[src/rtl/pipeline_pkg.sv]
// Shared pipeline types for the fetch/decode boundary: queue entry layout,
// the empty-slot NOP and the default occupancy width.
package pipeline_pkg;

  localparam int unsigned XLEN        = 32;
  localparam int unsigned QUEUE_DEPTH = 4;

  // addi x0, x0, 0
  localparam logic [XLEN-1:0] NOP_INSTR = 32'h0000_0013;

  typedef logic [$clog2(QUEUE_DEPTH+1)-1:0] occ_t;

  typedef struct packed {
    logic [XLEN-1:0] pc;
    logic [XLEN-1:0] pcPlus4;
    logic [XLEN-1:0] instr;
    logic            err;
  } fd_entry_t;

endpackage

[src/rtl/fetch_decode_queue_if.sv]
// Fetch-side and decode-side handshake bundle of the fetch/decode queue.
interface fetch_decode_queue_if #(
  parameter int unsigned DEPTH = 4,
  parameter int unsigned XLEN  = 32
);

  logic                         fetch_valid;
  logic [XLEN-1:0]              pc_IF;
  logic [XLEN-1:0]              pcPlus4_IF;
  logic [XLEN-1:0]              instr_IF;
  logic                         err_IF;
  logic                         stall_IF;
  logic                         flush;
  logic                         stall_ID;
  logic                         valid_ID;
  logic [XLEN-1:0]              pc_ID;
  logic [XLEN-1:0]              pcPlus4_ID;
  logic [XLEN-1:0]              instr_ID;
  logic                         err_ID;
  logic [$clog2(DEPTH+1)-1:0]   occupancy;

  // Pipeline side: fetch, decode and redirect logic.
  modport master (
    output fetch_valid, pc_IF, pcPlus4_IF, instr_IF, err_IF, flush, stall_ID,
    input  stall_IF, valid_ID, pc_ID, pcPlus4_ID, instr_ID, err_ID, occupancy
  );

  // Queue side.
  modport slave (
    input  fetch_valid, pc_IF, pcPlus4_IF, instr_IF, err_IF, flush, stall_ID,
    output stall_IF, valid_ID, pc_ID, pcPlus4_ID, instr_ID, err_ID, occupancy
  );

endinterface

[src/rtl/fd_queue_mem.sv]
// Entry storage for the fetch/decode queue: one synchronous write port and
// one asynchronous read port. Contents are not reset; validity lives in the count.
module fd_queue_mem
  import pipeline_pkg::*;
#(
  parameter int unsigned DEPTH = 4
) (
  input  logic                     clk_i,
  input  logic                     we_i,
  input  logic [$clog2(DEPTH)-1:0] waddr_i,
  input  fd_entry_t                wdata_i,
  input  logic [$clog2(DEPTH)-1:0] raddr_i,
  output fd_entry_t                rdata_o
);

  fd_entry_t mem_q [DEPTH];

  always_ff @(posedge clk_i) begin
    if (we_i) begin
      mem_q[waddr_i] <= wdata_i;
    end
  end

  assign rdata_o = mem_q[raddr_i];

endmodule

[src/rtl/fetch_decode_queue.sv]
// Show-ahead instruction queue between fetch and decode. Backpressures fetch
// when full and drops everything on a redirect.
module fetch_decode_queue
  import pipeline_pkg::*;
#(
  parameter int unsigned DEPTH = 4,
  parameter int unsigned XLEN  = 32
) (
  input logic                clk,
  input logic                rst,
  fetch_decode_queue_if.slave q
);

  localparam int unsigned PtrW = $clog2(DEPTH);
  localparam int unsigned CntW = $clog2(DEPTH + 1);

  logic [PtrW-1:0] wr_ptr_q, wr_ptr_d;
  logic [PtrW-1:0] rd_ptr_q, rd_ptr_d;
  logic [CntW-1:0] count_q, count_d;

  logic      full, empty, push, pop;
  fd_entry_t wr_entry, head;

  assign full  = (count_q == CntW'(DEPTH));
  assign empty = (count_q == '0);
  assign push  = q.fetch_valid && !full && !q.flush;
  assign pop   = !empty && !q.stall_ID && !q.flush;

  assign wr_entry = '{
    pc:      q.pc_IF,
    pcPlus4: q.pcPlus4_IF,
    instr:   q.instr_IF,
    err:     q.err_IF
  };

  always_comb begin
    wr_ptr_d = wr_ptr_q;
    rd_ptr_d = rd_ptr_q;
    count_d  = count_q;
    if (q.flush) begin
      wr_ptr_d = '0;
      rd_ptr_d = '0;
      count_d  = '0;
    end else begin
      // Power-of-two depth: pointers wrap by overflow.
      if (push) wr_ptr_d = wr_ptr_q + PtrW'(1);
      if (pop)  rd_ptr_d = rd_ptr_q + PtrW'(1);
      if (push && !pop) begin
        count_d = count_q + CntW'(1);
      end else if (pop && !push) begin
        count_d = count_q - CntW'(1);
      end
    end
  end

  always_ff @(posedge clk) begin
    if (rst) begin
      wr_ptr_q <= '0;
      rd_ptr_q <= '0;
      count_q  <= '0;
    end else begin
      wr_ptr_q <= wr_ptr_d;
      rd_ptr_q <= rd_ptr_d;
      count_q  <= count_d;
    end
  end

  fd_queue_mem #(
    .DEPTH (DEPTH)
  ) u_mem (
    .clk_i   (clk),
    .we_i    (push),
    .waddr_i (wr_ptr_q),
    .wdata_i (wr_entry),
    .raddr_i (rd_ptr_q),
    .rdata_o (head)
  );

  // Stale storage is masked so decode sees a clean bubble when empty.
  assign q.stall_IF   = full;
  assign q.valid_ID   = !empty;
  assign q.pc_ID      = empty ? '0 : head.pc;
  assign q.pcPlus4_ID = empty ? '0 : head.pcPlus4;
  assign q.instr_ID   = empty ? NOP_INSTR : head.instr;
  assign q.err_ID     = empty ? 1'b0 : head.err;
  assign q.occupancy  = count_q;

endmodule

[src/flat_wrapper.sv]
// flat-port wrapper written by rule: the top's interface ports become plain ports
module fetch_decode_queue_flat import pipeline_pkg::*;
#(
  parameter int unsigned DEPTH = 4,
  parameter int unsigned XLEN  = 32
)
  (clk, rst, q_fetch_valid, q_pc_IF, q_pcPlus4_IF, q_instr_IF, q_err_IF, q_flush, q_stall_ID, q_stall_IF, q_valid_ID, q_pc_ID, q_pcPlus4_ID, q_instr_ID, q_err_ID, q_occupancy);
  fetch_decode_queue_if #(.DEPTH(DEPTH), .XLEN(XLEN)) q_i ();
  input logic clk;
  input logic rst;
  input wire logic [$bits(q_i.fetch_valid)-1:0] q_fetch_valid;
  input wire logic [$bits(q_i.pc_IF)-1:0] q_pc_IF;
  input wire logic [$bits(q_i.pcPlus4_IF)-1:0] q_pcPlus4_IF;
  input wire logic [$bits(q_i.instr_IF)-1:0] q_instr_IF;
  input wire logic [$bits(q_i.err_IF)-1:0] q_err_IF;
  input wire logic [$bits(q_i.flush)-1:0] q_flush;
  input wire logic [$bits(q_i.stall_ID)-1:0] q_stall_ID;
  output wire logic [$bits(q_i.stall_IF)-1:0] q_stall_IF;
  output wire logic [$bits(q_i.valid_ID)-1:0] q_valid_ID;
  output wire logic [$bits(q_i.pc_ID)-1:0] q_pc_ID;
  output wire logic [$bits(q_i.pcPlus4_ID)-1:0] q_pcPlus4_ID;
  output wire logic [$bits(q_i.instr_ID)-1:0] q_instr_ID;
  output wire logic [$bits(q_i.err_ID)-1:0] q_err_ID;
  output wire logic [$bits(q_i.occupancy)-1:0] q_occupancy;
  assign q_i.fetch_valid = q_fetch_valid;
  assign q_i.pc_IF = q_pc_IF;
  assign q_i.pcPlus4_IF = q_pcPlus4_IF;
  assign q_i.instr_IF = q_instr_IF;
  assign q_i.err_IF = q_err_IF;
  assign q_i.flush = q_flush;
  assign q_i.stall_ID = q_stall_ID;
  assign q_stall_IF = q_i.stall_IF;
  assign q_valid_ID = q_i.valid_ID;
  assign q_pc_ID = q_i.pc_ID;
  assign q_pcPlus4_ID = q_i.pcPlus4_ID;
  assign q_instr_ID = q_i.instr_ID;
  assign q_err_ID = q_i.err_ID;
  assign q_occupancy = q_i.occupancy;
  fetch_decode_queue #(.DEPTH(DEPTH), .XLEN(XLEN)) u_core (.clk(clk), .rst(rst), .q(q_i));
endmodule
[config.mk]
export PLATFORM = sky130hd
export DESIGN_NAME = fetch_decode_queue_flat
export DESIGN_NICKNAME = d
export VERILOG_FILES = /design/src/rtl/pipeline_pkg.sv /design/src/rtl/fetch_decode_queue_if.sv /design/src/rtl/fd_queue_mem.sv /design/src/rtl/fetch_decode_queue.sv /design/src/flat_wrapper.sv
export SDC_FILE = /design/constraint.sdc
export NUM_CORES = 1
export LEC_CHECK = 0
export CELL_PAD_IN_SITES_DETAIL_PLACEMENT = 1
export CELL_PAD_IN_SITES_GLOBAL_PLACEMENT = 2
export CORE_ASPECT_RATIO = 0.5
export CORE_MARGIN = 3
export CORE_UTILIZATION = 42
export CTS_CLUSTER_SIZE = 12
export DETAILED_ROUTE_END_ITERATION = 7
export PLACE_DENSITY_LB_ADDON = 0.1
export SLEW_MARGIN = 25
export SYNTH_ARGS = -nofsm -noshare
export SYNTH_HDL_FRONTEND = slang
export SYNTH_SLANG_ARGS = --single-unit
[constraint.sdc]
create_clock -name clk -period 4.4 [get_ports clk]
set_clock_uncertainty 0.2 [all_clocks]
set_input_delay 0.66 -clock clk [delete_from_list [all_inputs] [get_ports clk]]
set_output_delay 0.66 -clock clk [all_outputs]
set_load 0.05 [all_outputs]
======== Word level (Yosys, flattened, before mapping) ========
Memories as Yosys holds them, arrays and structs flattened. A register that Yosys moved wholly into a read port is not among the register bits.
Cells that the tools add are included.
cells by class
  $add $sub $neg .......................... 4
  equal/unequal tests ..................... 1
  muxes and demuxes ....................... 10
  reductions and logical operators ........ 15
operators by type and width
  operator               count
  $mux W32               3
  $logic_and A1 B1 Y1    6
  $logic_not A1 Y1       6
  $mux W3                2
  $add A2 B1 Y2 const B  2
  $mux W2                2
  $add A3 B1 Y3 const B  1
  $eq A3 B3 Y1 const B   1
  $logic_not A3 Y1       1
  $mux W1                3
  $sub A3 B1 Y3 const B  1
  $reduce_bool A2 Y1     1
  $reduce_or A2 Y1       1
storage, ports and cells
  flip-flop bits (word level) ............. 7
  memory bits (writable) .................. 388
  input port bits ......................... 102
  output and inout port bits .............. 102
  logic and storage cells ................. 34
  memories ................................ 1
memories
  name                depth  width  rd ports  clocked after memory_dff  write ports  line                RTL
  u_core.u_mem.mem_q  4      97     1         1                         1            fd_queue_mem.sv:16  fd_entry_t mem_q [DEPTH];

======== Logic depth before layout (Yosys ltp) ========
  word-level depth ........................ 8
  depth in mapped cells ................... 9
  gate-level depth less buffers ........... 8

======== Cells and area by module ========
A second synthesis with hierarchy kept.
second synthesis, totals
  cell total of the unflattened synthesis .. 659
  area, all modules ....................... 15051.9 µm²
by module, submodules not included
  module              times used  cells an instance  area an instance (µm²)  seq. area each (µm²)
  fd_queue_mem        1           511                14015.9                 11651.2
  fetch_decode_queue  1           148                1036.0                  140.1

======== Worst setup path after synthesis ========
No wires, ideal clock.
  kind .................................... flip-flop to flip-flop
  start ................................... register u_core.count_q[0] (netlist: u_core.q.occupancy[0])
  end ..................................... memory u_core.u_mem.mem_q[0][0] (netlist bit), enable pin
  library setup time ...................... 0.467 ns
  data arrival time ....................... 3.512 ns
  required time ........................... 3.733 ns
  slack ................................... 0.221 ns
  stages on the path, launching flop included .. 4
  buffers on the path ..................... 1
  clock period less this slack ............ 4.179 ns
  cells stage by stage .................... dfxtp_1 > or3b_1 > clkbuf_1 > and3_1
between the ends
  longest elaborated chain between the ends .. 6
ends and longest elaborated chain
  what                               line                      RTL
  start, declared                    fetch_decode_queue.sv:19  logic [CntW-1:0] count_q, count_d;
  start signal, assigned             fetch_decode_queue.sv:64  count_q <= count_d;
  $eq A3 B3 Y1                       fetch_decode_queue.sv:24  assign full = (count_q == CntW'(DEPTH));
  $logic_not A1 Y1                   fetch_decode_queue.sv:26  assign push = q.fetch_valid && !full && !q.flush;
  $logic_and A1 B1 Y1 (2 in series)  fetch_decode_queue.sv:26
  $mux W1                            fd_queue_mem.sv:19        if (we_i) begin
  $mux W1 (implied by the code)      fd_queue_mem.sv:20        mem_q[waddr_i] <= wdata_i;
  end, declared                      fd_queue_mem.sv:16
Every way passes these cells.

======== Worst setup path in the final report ========
  start ................................... register u_core.count_q[0] (netlist: u_core.q.occupancy[0])
  end ..................................... output q_pcPlus4_ID[12]
between the ends
  longest elaborated chain between the ends .. 2
ends and longest elaborated chain
  what              line                      RTL
  $logic_not A3 Y1  fetch_decode_queue.sv:25  assign empty = (count_q == '0);
  $mux W32          fetch_decode_queue.sv:83  assign q.pcPlus4_ID = empty ? '0 : head.pcPlus4;
  end, declared     flat_wrapper.sv:21        output wire logic [$bits(q_i.pcPlus4_ID)-1:0] q_pcPlus4_ID;
Every way passes these cells.

==> reports/qor.yml <==
critPathArrivalTime_ns: 3.02
max-cap-violations: 0
min-delay-path-class: "register to register"
rsz0062_at_grt: "false"
io_pins: 204
min_period_over_period_pct: 88.1
dp.cells: 1328
htree_levels: 2
finalHoldViolations: 0
p_per_area_mw_per_mm2: 422
start_kind: "register"
start_util_pct: 43.3
fin_cells: 1380
layout_min_cycle_time_ns: 3.88
netlist_area_sq_mm: 0.0151
synth_seq_cells: 397
route.detailed.drc: 0
wl_per_cell_um: 22.6
viasPerCell: 5.12
peakVddDrop_mv: 0.256
die_w_um: 274
outcome: "completed"
cts_buffer_depth: 3
ctsHoldBuffers: 0
max_freq_ghz: 0.258
gp_congestion: 0.700
dp_hpwl_um: 18700
p_leak_uw: 0.00588
core_sq_mm: 0.0350
reg2reg_slack_ns: 1.82
antenna_left: 0
clk_latency_ns: 0.52
fp.dieH_um: 140
crit_type: "register to output pin"
setup_viol: 0
max-slew-margin-rel_pct: 55.0
crit_buf_inv: 3
final_cell_mix: "388 x edfxtp_1, 203 x clkdlybuf4s50_1, 97 x mux4_2, 94 x and2_1, 41 x clkbuf_16"
netlist_instances: 668
postCtsSetupBuffers: 0
antenna_cells: 0
grt_pass1_vias: 8007
cts_inserted_buffers: 39
cp_cell_sequence: "nor3_4 -> inv_2 -> buf_4 -> and2_1 -> clkdlybuf4s50_1"
drv_slew: 0
root_buffer: "clkbuf_16"
clkTransAtPathRegs_ns: 0.06
final_util_pct: 54.0
cts_sinks: 397
antenna_found_initial: 1
area_growth_pct: 24.8
place_area_sq_mm: 0.0178
slowest_stage: "clkdlybuf4s50_1"
cts_tree: "yes"
dr.pass1.iters: 4
fin_area_sq_mm: 0.0189
setup-tns-final_ns: 0
worstSetupEndpointType: "output pin"
critPathMaxFanout: 39
required_ns: 3.54
grt_max_degree: 87
critPathTopFamily: "buffers and inverters"
grt_pass1_wl_um: 48500
yosysUniqueCellTypes: 29
ys_seq_area_share_pct: 78.2
die-area_sq_mm: 0.0385
tightest_slew_ns: 0.674
cts-resized-gates: 0
portBuffers: 203
avgSynthCellArea_sq_um: 22.6
track_usage_pct: 16.7
vias: 7067
totalWireLength_um: 31200
layout.nets: 1002
drive_gt1_share_pct: 18.2
synth_fp_nets: 776
overflow: 0
drtIter0Drc: 402
yosys_warnings: 0
cpPeakStageDelay_ns: 0.81
rows: 48
whs_ns: 0.297
final_common_cell: "edfxtp_1"
-- path summary, 6_finish.rpt --
path | end | from | depth (start not counted)
worst max-delay path | q_pcPlus4_ID[12] | u_core.q.occupancy[0]$_SDFFE_PP0P_ | 5
worst min-delay path | register | u_core.rd_ptr_q[1]$_SDFFE_PP0P_ | 2
worst max register to register | u_core.q.occupancy[2]$_SDFFE_PP0P_ | u_core.q.occupancy[0]$_SDFFE_PP0P_ | 8
worst min register to register | register | u_core.rd_ptr_q[1]$_SDFFE_PP0P_ | 2
-- metal layers --
metal	vias to the layer above	GRT usage [%]	part of all wire (%)	wire length, um
met5	-	0	0.042	13
met2	111	29.7	53	16600
met4	2	3.85	1.6	512
met1	3737	21.4	41	12800
li1	3172	-	-	-
met3	45	3.47	3.9	1230
-- report_power, final --
group	internal, uW	switching, uW
combinational	314	467
clock	1680	1280
sequential	4210	17.7
total	6210	1760
-- synth_stat cells (all sizes together) --
master	instances	area, sq um
or3	4	25.0
ha	5	62.6
and3	4	25.0
and2	95	597
or3b	1	8.76
mux2i	1	10.0
edfxtp	388	11700
inv	5	18.8
nor2	3	11.3
o31ai	1	7.51
a21oi	5	25.0
xor2	2	17.5
mux4	97	2180
o21ai	3	15.0
nor2b	1	6.26
fa	1	20.0
dfxtp	9	180
nand4	1	6.26
a21o	1	7.51
nand3	1	5.00
clkbuf	18	67.6
nor3	1	16.3
buf	16	126
or2	4	25.0
nand2b	1	6.26
-- per-stage QoR --
stage	setup WS (ns)	total power, uW
finish	0.524	7970
global route	0.256	8280
CTS	0.396	8100
detailed placement	0.961	5110
global placement	1.04	5090
floorplan	0.221	4770
-- worst min-delay path: stages, from the launching register on --
cell     delay (ns)
dfxtp_1        0.30
o21ai_0        0.07
a21oi_1        0.08
-- cell families (layout without fill, tap and decap cells) --
family,after synthesis,count (layout),synth area share [%]
muxes,98,98,14.5
buffers and inverters,39,276,1.41
and+or+nand+nor,116,116,4.84
adders and majority gates,6,6,0.546
DFF,397,397,78.2
xor gates and xnor gates,2,2,0.116
AOI/OAI and AO/OA,10,10,0.364
-- state kept, by name (all words and copies together), names as in the netlist, named ones only --
signal,cells
u_core.wr_ptr_q,2
u_core.rd_ptr_q,2
u_core.q.occupancy,3
u_core.u_mem.mem_q,388
-- cell type report --
cell class	instances	area, sq um
repair buffers	219	2250
flip-flops and latches	397	11800
multi-input cells	232	3100
clock inverters	1	3.75
clock buffers	51	1070
inverters	5	18.8
fillers	3044	16100
well taps	475	594
(Power assumes the default switching activity.)
